$ cat config.mk
export PLATFORM = sky130hd
export DESIGN_NAME = trigger_sequencer_flat
export DESIGN_NICKNAME = d
export VERILOG_FILES = /design/src/rtl/trigger_pkg.sv /design/src/rtl/trigger_sequencer_if.sv /design/src/rtl/trigger_phase_counter.sv /design/src/rtl/trigger_sequencer.sv /design/src/flat_wrapper.sv
export SDC_FILE = /design/constraint.sdc
export NUM_CORES = 1
export LEC_CHECK = 0
export CAP_MARGIN = 20
export CORE_MARGIN = 4
export CORE_UTILIZATION = 42
export CTS_BUF_LIST = sky130_fd_sc_hd__clkbuf_4
export DETAILED_ROUTE_END_ITERATION = 8
export GPL_TIMING_DRIVEN = 0
export PLACE_DENSITY = 0.63
export REMOVE_ABC_BUFFERS = 1
export SYNTH_ARGS = -nofsm -noshare
export SYNTH_HDL_FRONTEND = slang
export SYNTH_SLANG_ARGS = --single-unit
$ cat constraint.sdc
create_clock -name clock -period 4.85 [get_ports clock]
set_clock_uncertainty 0.05 [all_clocks]
set_input_delay 0.97 -clock clock [delete_from_list [all_inputs] [get_ports clock]]
set_output_delay 0.97 -clock clock [all_outputs]
set_load 0.005 [all_outputs]
$ cat src/rtl/trigger_pkg.sv
// Shared types and defaults for the trigger strobe sequencer.
package trigger_pkg;

  localparam int unsigned CNT_W_DEF   = 16;
  localparam int unsigned BURST_W_DEF = 8;

  // Shadow-register reset values; a valid pair so the idle config is sane.
  localparam logic [15:0] DEF_PERIOD = 16'hFFFF;
  localparam logic [15:0] DEF_WIDTH  = 16'h000F;

  typedef enum logic [1:0] {
    ST_IDLE  = 2'd0,
    ST_DELAY = 2'd1,
    ST_HIGH  = 2'd2,
    ST_LOW   = 2'd3
  } state_t;

endpackage

$ cat src/rtl/trigger_sequencer_if.sv
// Host/config side to sequencer bundle: run control, timing config and strobe/status.
interface trigger_sequencer_if
  import trigger_pkg::*;
#(
  parameter int unsigned CNT_W   = CNT_W_DEF,
  parameter int unsigned BURST_W = BURST_W_DEF
);
  logic               start;
  logic               stop;
  logic               mode;
  logic [CNT_W-1:0]   cfg_delay;
  logic [CNT_W-1:0]   cfg_width;
  logic [CNT_W-1:0]   cfg_period;
  logic [BURST_W-1:0] cfg_burst;
  logic               trigger_out;
  logic               busy;
  logic               done;
  logic               cfg_err;
  logic [BURST_W-1:0] burst_idx;

  modport master (
    output start, stop, mode, cfg_delay, cfg_width, cfg_period, cfg_burst,
    input  trigger_out, busy, done, cfg_err, burst_idx
  );

  modport slave (
    input  start, stop, mode, cfg_delay, cfg_width, cfg_period, cfg_burst,
    output trigger_out, busy, done, cfg_err, burst_idx
  );
endinterface

$ cat src/rtl/trigger_phase_counter.sv
// Loadable down-counter timing the current DELAY/HIGH/LOW phase; parks at zero.
module trigger_phase_counter #(
  parameter int unsigned CNT_W = 16
) (
  input  logic             clock,
  input  logic             reset,
  input  logic             load,
  input  logic             en,
  input  logic [CNT_W-1:0] load_val,
  output logic             zero_c
);
  logic [CNT_W-1:0] count;

  always_ff @(posedge clock or negedge reset) begin
    if (!reset) begin
      count <= '0;
    end else if (load) begin
      count <= load_val;
    end else if (en && (count != '0)) begin
      count <= count - CNT_W'(1);
    end
  end

  assign zero_c = (count == '0);
endmodule

$ cat src/rtl/trigger_sequencer.sv
// Trigger strobe sequencer: delayed finite bursts or continuous pulse trains with abort.
module trigger_sequencer
  import trigger_pkg::*;
#(
  parameter int unsigned CNT_W   = CNT_W_DEF,
  parameter int unsigned BURST_W = BURST_W_DEF
) (
  input logic                clock,
  input logic                reset,
  trigger_sequencer_if.slave bus
);
  state_t             state;
  logic [CNT_W-1:0]   width_sh;
  logic [CNT_W-1:0]   period_sh;
  logic [BURST_W-1:0] burst_sh;
  logic               mode_sh;

  logic               trigger_q;
  logic               busy_q;
  logic               done_q;
  logic               cfg_err_q;
  logic [BURST_W-1:0] burst_idx_q;

  logic               cnt_zero_c;
  logic               load_c;
  logic               en_c;
  logic [CNT_W-1:0]   load_val_c;
  logic               req_c;
  logic               cfg_bad_c;
  logic               last_pulse_c;

  assign req_c        = bus.start && !bus.stop;
  assign cfg_bad_c    = (bus.cfg_width == '0) || (bus.cfg_width >= bus.cfg_period) ||
                        (!bus.mode && (bus.cfg_burst == '0));
  assign last_pulse_c = !mode_sh && (burst_idx_q == burst_sh);
  assign en_c         = (state != ST_IDLE);

  // Phase counter reload: every phase loads (length - 1) on the edge that enters it.
  always_comb begin
    load_c     = 1'b0;
    load_val_c = '0;
    unique case (state)
      ST_IDLE: begin
        if (req_c && !cfg_bad_c) begin
          load_c     = 1'b1;
          load_val_c = (bus.cfg_delay != '0) ? bus.cfg_delay - CNT_W'(1)
                                             : bus.cfg_width - CNT_W'(1);
        end
      end
      ST_DELAY, ST_LOW: begin
        if (!bus.stop && cnt_zero_c) begin
          load_c     = 1'b1;
          load_val_c = width_sh - CNT_W'(1);
        end
      end
      ST_HIGH: begin
        if (!bus.stop && cnt_zero_c && !last_pulse_c) begin
          load_c     = 1'b1;
          load_val_c = period_sh - width_sh - CNT_W'(1);
        end
      end
      default: ;
    endcase
  end

  trigger_phase_counter #(.CNT_W(CNT_W)) u_phase_cnt (
    .clock    (clock),
    .reset    (reset),
    .load     (load_c),
    .en       (en_c),
    .load_val (load_val_c),
    .zero_c   (cnt_zero_c)
  );

  // Run control FSM with registered strobe and status.
  always_ff @(posedge clock or negedge reset) begin
    if (!reset) begin
      state       <= ST_IDLE;
      trigger_q   <= 1'b0;
      busy_q      <= 1'b0;
      done_q      <= 1'b0;
      cfg_err_q   <= 1'b0;
      burst_idx_q <= '0;
      width_sh    <= CNT_W'(DEF_WIDTH);
      period_sh   <= CNT_W'(DEF_PERIOD);
      burst_sh    <= '0;
      mode_sh     <= 1'b0;
    end else begin
      done_q    <= 1'b0;
      cfg_err_q <= 1'b0;
      if (state == ST_IDLE) begin
        if (req_c) begin
          if (cfg_bad_c) begin
            cfg_err_q <= 1'b1;
          end else begin
            width_sh  <= bus.cfg_width;
            period_sh <= bus.cfg_period;
            burst_sh  <= bus.cfg_burst;
            mode_sh   <= bus.mode;
            busy_q    <= 1'b1;
            if (bus.cfg_delay != '0) begin
              state       <= ST_DELAY;
              burst_idx_q <= '0;
            end else begin
              state       <= ST_HIGH;
              trigger_q   <= 1'b1;
              burst_idx_q <= BURST_W'(1);
            end
          end
        end
      end else if (bus.stop) begin
        state     <= ST_IDLE;
        trigger_q <= 1'b0;
        busy_q    <= 1'b0;
      end else if (cnt_zero_c) begin
        unique case (state)
          ST_DELAY, ST_LOW: begin
            state       <= ST_HIGH;
            trigger_q   <= 1'b1;
            burst_idx_q <= burst_idx_q + BURST_W'(1);
          end
          ST_HIGH: begin
            trigger_q <= 1'b0;
            if (last_pulse_c) begin
              state  <= ST_IDLE;
              busy_q <= 1'b0;
              done_q <= 1'b1;
            end else begin
              state <= ST_LOW;
            end
          end
          default: ;
        endcase
      end
    end
  end

  assign bus.trigger_out = trigger_q;
  assign bus.busy        = busy_q;
  assign bus.done        = done_q;
  assign bus.cfg_err     = cfg_err_q;
  assign bus.burst_idx   = burst_idx_q;
endmodule

$ cat src/flat_wrapper.sv
// flat-port wrapper written by rule: the top's interface ports become plain ports
module trigger_sequencer_flat import trigger_pkg::*;
#(
  parameter int unsigned CNT_W   = CNT_W_DEF,
  parameter int unsigned BURST_W = BURST_W_DEF
)
  (clock, reset, bus_start, bus_stop, bus_mode, bus_cfg_delay, bus_cfg_width, bus_cfg_period, bus_cfg_burst, bus_trigger_out, bus_busy, bus_done, bus_cfg_err, bus_burst_idx);
  trigger_sequencer_if #(.CNT_W(CNT_W), .BURST_W(BURST_W)) bus_i ();
  input logic clock;
  input logic reset;
  input wire logic [$bits(bus_i.start)-1:0] bus_start;
  input wire logic [$bits(bus_i.stop)-1:0] bus_stop;
  input wire logic [$bits(bus_i.mode)-1:0] bus_mode;
  input wire logic [$bits(bus_i.cfg_delay)-1:0] bus_cfg_delay;
  input wire logic [$bits(bus_i.cfg_width)-1:0] bus_cfg_width;
  input wire logic [$bits(bus_i.cfg_period)-1:0] bus_cfg_period;
  input wire logic [$bits(bus_i.cfg_burst)-1:0] bus_cfg_burst;
  output wire logic [$bits(bus_i.trigger_out)-1:0] bus_trigger_out;
  output wire logic [$bits(bus_i.busy)-1:0] bus_busy;
  output wire logic [$bits(bus_i.done)-1:0] bus_done;
  output wire logic [$bits(bus_i.cfg_err)-1:0] bus_cfg_err;
  output wire logic [$bits(bus_i.burst_idx)-1:0] bus_burst_idx;
  assign bus_i.start = bus_start;
  assign bus_i.stop = bus_stop;
  assign bus_i.mode = bus_mode;
  assign bus_i.cfg_delay = bus_cfg_delay;
  assign bus_i.cfg_width = bus_cfg_width;
  assign bus_i.cfg_period = bus_cfg_period;
  assign bus_i.cfg_burst = bus_cfg_burst;
  assign bus_trigger_out = bus_i.trigger_out;
  assign bus_busy = bus_i.busy;
  assign bus_done = bus_i.done;
  assign bus_cfg_err = bus_i.cfg_err;
  assign bus_burst_idx = bus_i.burst_idx;
  trigger_sequencer #(.CNT_W(CNT_W), .BURST_W(BURST_W)) u_core (.clock(clock), .reset(reset), .bus(bus_i));
endmodule
==> impl_results.md <==
* FFs w/ async S/R, synth at 1.00
* NetSw at 1.48 mW
* CTS tree: done
* Launch point of the worst reg-to-reg path: u_core.width_sh[0]
* Initial Util at 0.430
* Sw frac at 0.438
* WL/cell at 17.4 µm
* Largest net degree at the start of global routing at 59
* Period Utilization, post-route at 0.925
* Setup TNS at 0 ns
* Clock latency on the worst-skew pair at 0.46 ns
* Met2 usage at 0.359
* Primary FF master, synth: dfrtp_1
* Post-Layout Cell Count at 915
* Layout Area Growth over Synthesis at 20.4%
* Max-slew violations at 0
* GR peak layer: met2
* Max Fclk at 223 MHz
* Fraction of power consumed by the clock network at 0.134
* Relative slew slack at 0.464
* Post-synth top area cell: dfrtp_1
* R2R depth at 12
* Met1 Use GR at 0.299
* Initial antenna violation count at 0
* Final setup viols at 0
* Reg2reg setup slack at 1.61 ns
* Arrival @ worst endpoint at 4.79 ns
* Minimum clock period at 4.48 ns
* Comb power frac at 0.527
* Synth Register Bits at 71
* Critical path's top delay family: compound AO/OA/AOI/OAI gates
* CTS Hold Bufs at 0
* Critical path class: input port to register
* Cells after DPL at 897
* Outcome: complete, no violations
* Core area at 12600 µm²
* Post-DRT Antenna Nets at 0
* Max_cap viols at 0
* Worst-path cell chain: clkdlybuf4s50_1 -> inv_1 -> ha_1 -> nand2b_1 -> a2111oi_0 -> o31ai_1 -> a221oi_1 -> nand2_2 -> buf_12 -> nand3_2 -> o22ai_1 -> or3_1
* Number of global-route vias before repair at 5075
* GR Overflow Total at 0
* Row cnt at 41
* CTS Buf Count at 9
* Final wirelength at 15900 µm
* Yosys warns at 0
* Final Wtd Congestion at 0.889
* Final Hold Vio Count at 0
* Die Height at 122 µm
* Critical R2R Capture: u_core.u_phase_cnt.count[14]
* First-pass GRT wire length at 25400 µm
* P per Cell Area at 517 nW/µm²
* Sequential-to-total area share from yosys stat at 0.332
* Final core utilization at 0.518
* DRC at 0
* Crit-path max FO at 35
* Crit. End Element: register
* Die Area at 14800 µm²
* Pin slew with the least headroom to its limit at 0.783 ns
* Layout cells sized above 1 at 0.0836
* Worst setup SP type: input port
* Lkg Pwr at 2.74 nW
* CTS Sinks at 71
* CTS max path bufs at 2
* Worst vdd ir at 0.186 mV
* RSZ-0062 raised after global routing: false
* GR Util met3 at 0.0279
* Internal power at 1.90 mW
* Buf/Inv on CP at 3
* Width of the die at 122 µm
* 1st-iter DRT viols at 342
* Hold Crit Class: input port to asynchronous set/reset pin
* Top cells by area, synth: dfrtp_1 24%, dfstp_2 9.7%, ha_1 8.1%, nand2_1 7.1%, xnor2_1 5.3%
* Pre-Repair DR Iteration Count at 5
* H-tree lvl count at 3
* Synth cell types at 65
* Worst EP required at 5.16 ns
* Crit path max-delay cell type: a2111oi_0
* Port Buffers at 72
* Max incr delay on CP at 0.61 ns
* Sequential Power Share at 0.339
* Final Net Count at 834
* CTS root buf: clkbuf_4
* Post-synth top area share at 0.235
* Vias/cell at 5.66
* Critical path depth at 12
* Vias at 5176
* GRT Total Usage at 0.217
* Synthesized cell area at 5430 µm²
* Most numerous cell in the Yosys netlist: nand2_1
* IO Count at 73
* Leading cell types by count after synthesis: 103 x nand2_1, 52 x nor2_1, 51 x dfrtp_1
* Total power at 3.38 mW
* Clock slew at reported path FFs at 0.13 ns
* Post-synthesis cell count at 671
* Post-synth EDFFs at 0
* Synth Area per Inst at 8.09 µm²
* DP HPWL at 12100 µm
==> power groups by stage <==
stage	Combinational [mW]	Sequential [mW]	Clock, mW
after floorplan	1.29	1.09	0
after global routing	1.99	1.18	0.481
after detailed placement	1.75	1.15	0
final	1.78	1.15	0.452
after global placement	1.69	1.15	0
after CTS	1.76	1.14	0.459
==> what timing repair did <==
item                       in CTS  in global routing
buffers inserted                0                  0
setup endpoints to repair       0                  6
resized for setup               0                  2
==> sequential cells by signal (all words and copies together), names as in the netlist <==
| signal | cells |
|---|---|
| u_core.bus.busy | 1 |
| u_core.bus.trigger_out | 1 |
| u_core.period_sh | 16 |
| u_core.u_phase_cnt.count | 16 |
| u_core.mode_sh | 1 |
| u_core.width_sh | 16 |
| u_core.bus.burst_idx | 8 |
| u_core.bus.done | 1 |
| u_core.burst_sh | 8 |
| u_core.state | 2 |
| u_core.bus.cfg_err | 1 |
==> worst register-to-register path: stages, from the launching register on <==
cell	delay [ns]
dfstp_2	0.57
inv_1	0.09
ha_1	0.26
inv_1	0.10
fa_1	0.21
nor2b_1	0.07
o31a_1	0.27
o31a_1	0.28
o31a_1	0.27
o31ai_1	0.34
o21ai_0	0.19
xor2_1	0.17
a211o_1	0.31
==> layer usage <==
layer	up-vias	routed length [µm]
li1	2538	-
met1	2450	7260
met2	161	7510
met3	27	820
met4	0	296
met5	-	0
==> layout by cell type (no fill, tap or decap), types with 6 or more instances in the layout <==
cell type / synthesis / layout
a211oi_1: 8 / 8
a21oi_1: 42 / 42
a31oi_1: 7 / 7
and3_1: 6 / 6
clkbuf_4: 0 / 9
clkdlybuf4s50_1: 0 / 71
dfrtp_1: 51 / 51
dfstp_2: 20 / 20
ha_1: 35 / 35
inv_1: 41 / 41
nand2_1: 103 / 102
nand2b_1: 7 / 7
nand3_1: 8 / 8
nand4_1: 13 / 13
nor2_1: 52 / 51
nor3_1: 20 / 19
nor4_1: 11 / 11
o21ai_0: 50 / 50
o21ai_1: 9 / 9
o22ai_1: 8 / 8
o31ai_1: 6 / 6
or3_1: 11 / 11
xnor2_1: 33 / 33
xor2_1: 21 / 21
==> worst max-delay path by stage <==
stage / start / endpoint / slack (ns)
global placement: bus_cfg_width[0] / u_core.u_phase_cnt.count[6] / -1.36
detailed placement: bus_cfg_delay[9] / u_core.u_phase_cnt.count[14] / -0.48
global route: bus_cfg_width[0] / u_core.u_phase_cnt.count[10] / 0.14
floorplan: bus_cfg_delay[3] / u_core.u_phase_cnt.count[14] / 0.55
finish: bus_cfg_width[0] / u_core.u_phase_cnt.count[10] / 0.37
CTS: bus_cfg_delay[9] / u_core.u_phase_cnt.count[14] / 0.005
==> final cells by class <==
class / count / area, µm²
antenna: 1 / 2.50
clock buffer: 9 / 67.6
clock inverter: 7 / 97.6
fill: 1247 / 6080
inverter: 41 / 154
multi-input combinational: 537 / 3400
sequential: 71 / 1800
tap: 172 / 215
timing repair buffer: 77 / 801
==> logic make-up after synthesis <==
family	synth area share
AO/OA/AOI/OAI	0.197
XOR/XNOR	0.0871
adder cells (fa/ha/maj)	0.0843
buffers and inverters	0.0465
flip-flops	0.332
multiplexers	0.00922
AND/OR/NAND/NOR	0.244
==> through the flow <==
step / hold slack [ns] / setup WS (ns) / instance area, µm²
2_1_floorplan: 0.388 / 0.546 / 5330
3_3_place_gp: 0.406 / -1.36 / 6270
3_5_place_dp: 0.409 / -0.482 / 6360
4_1_cts: 0.277 / 0.00541 / 6520
5_1_grt: 0.283 / 0.141 / 6540
6_report: 0.285 / 0.366 / 6540
Note: power is estimated with default switching activity, not from simulation.
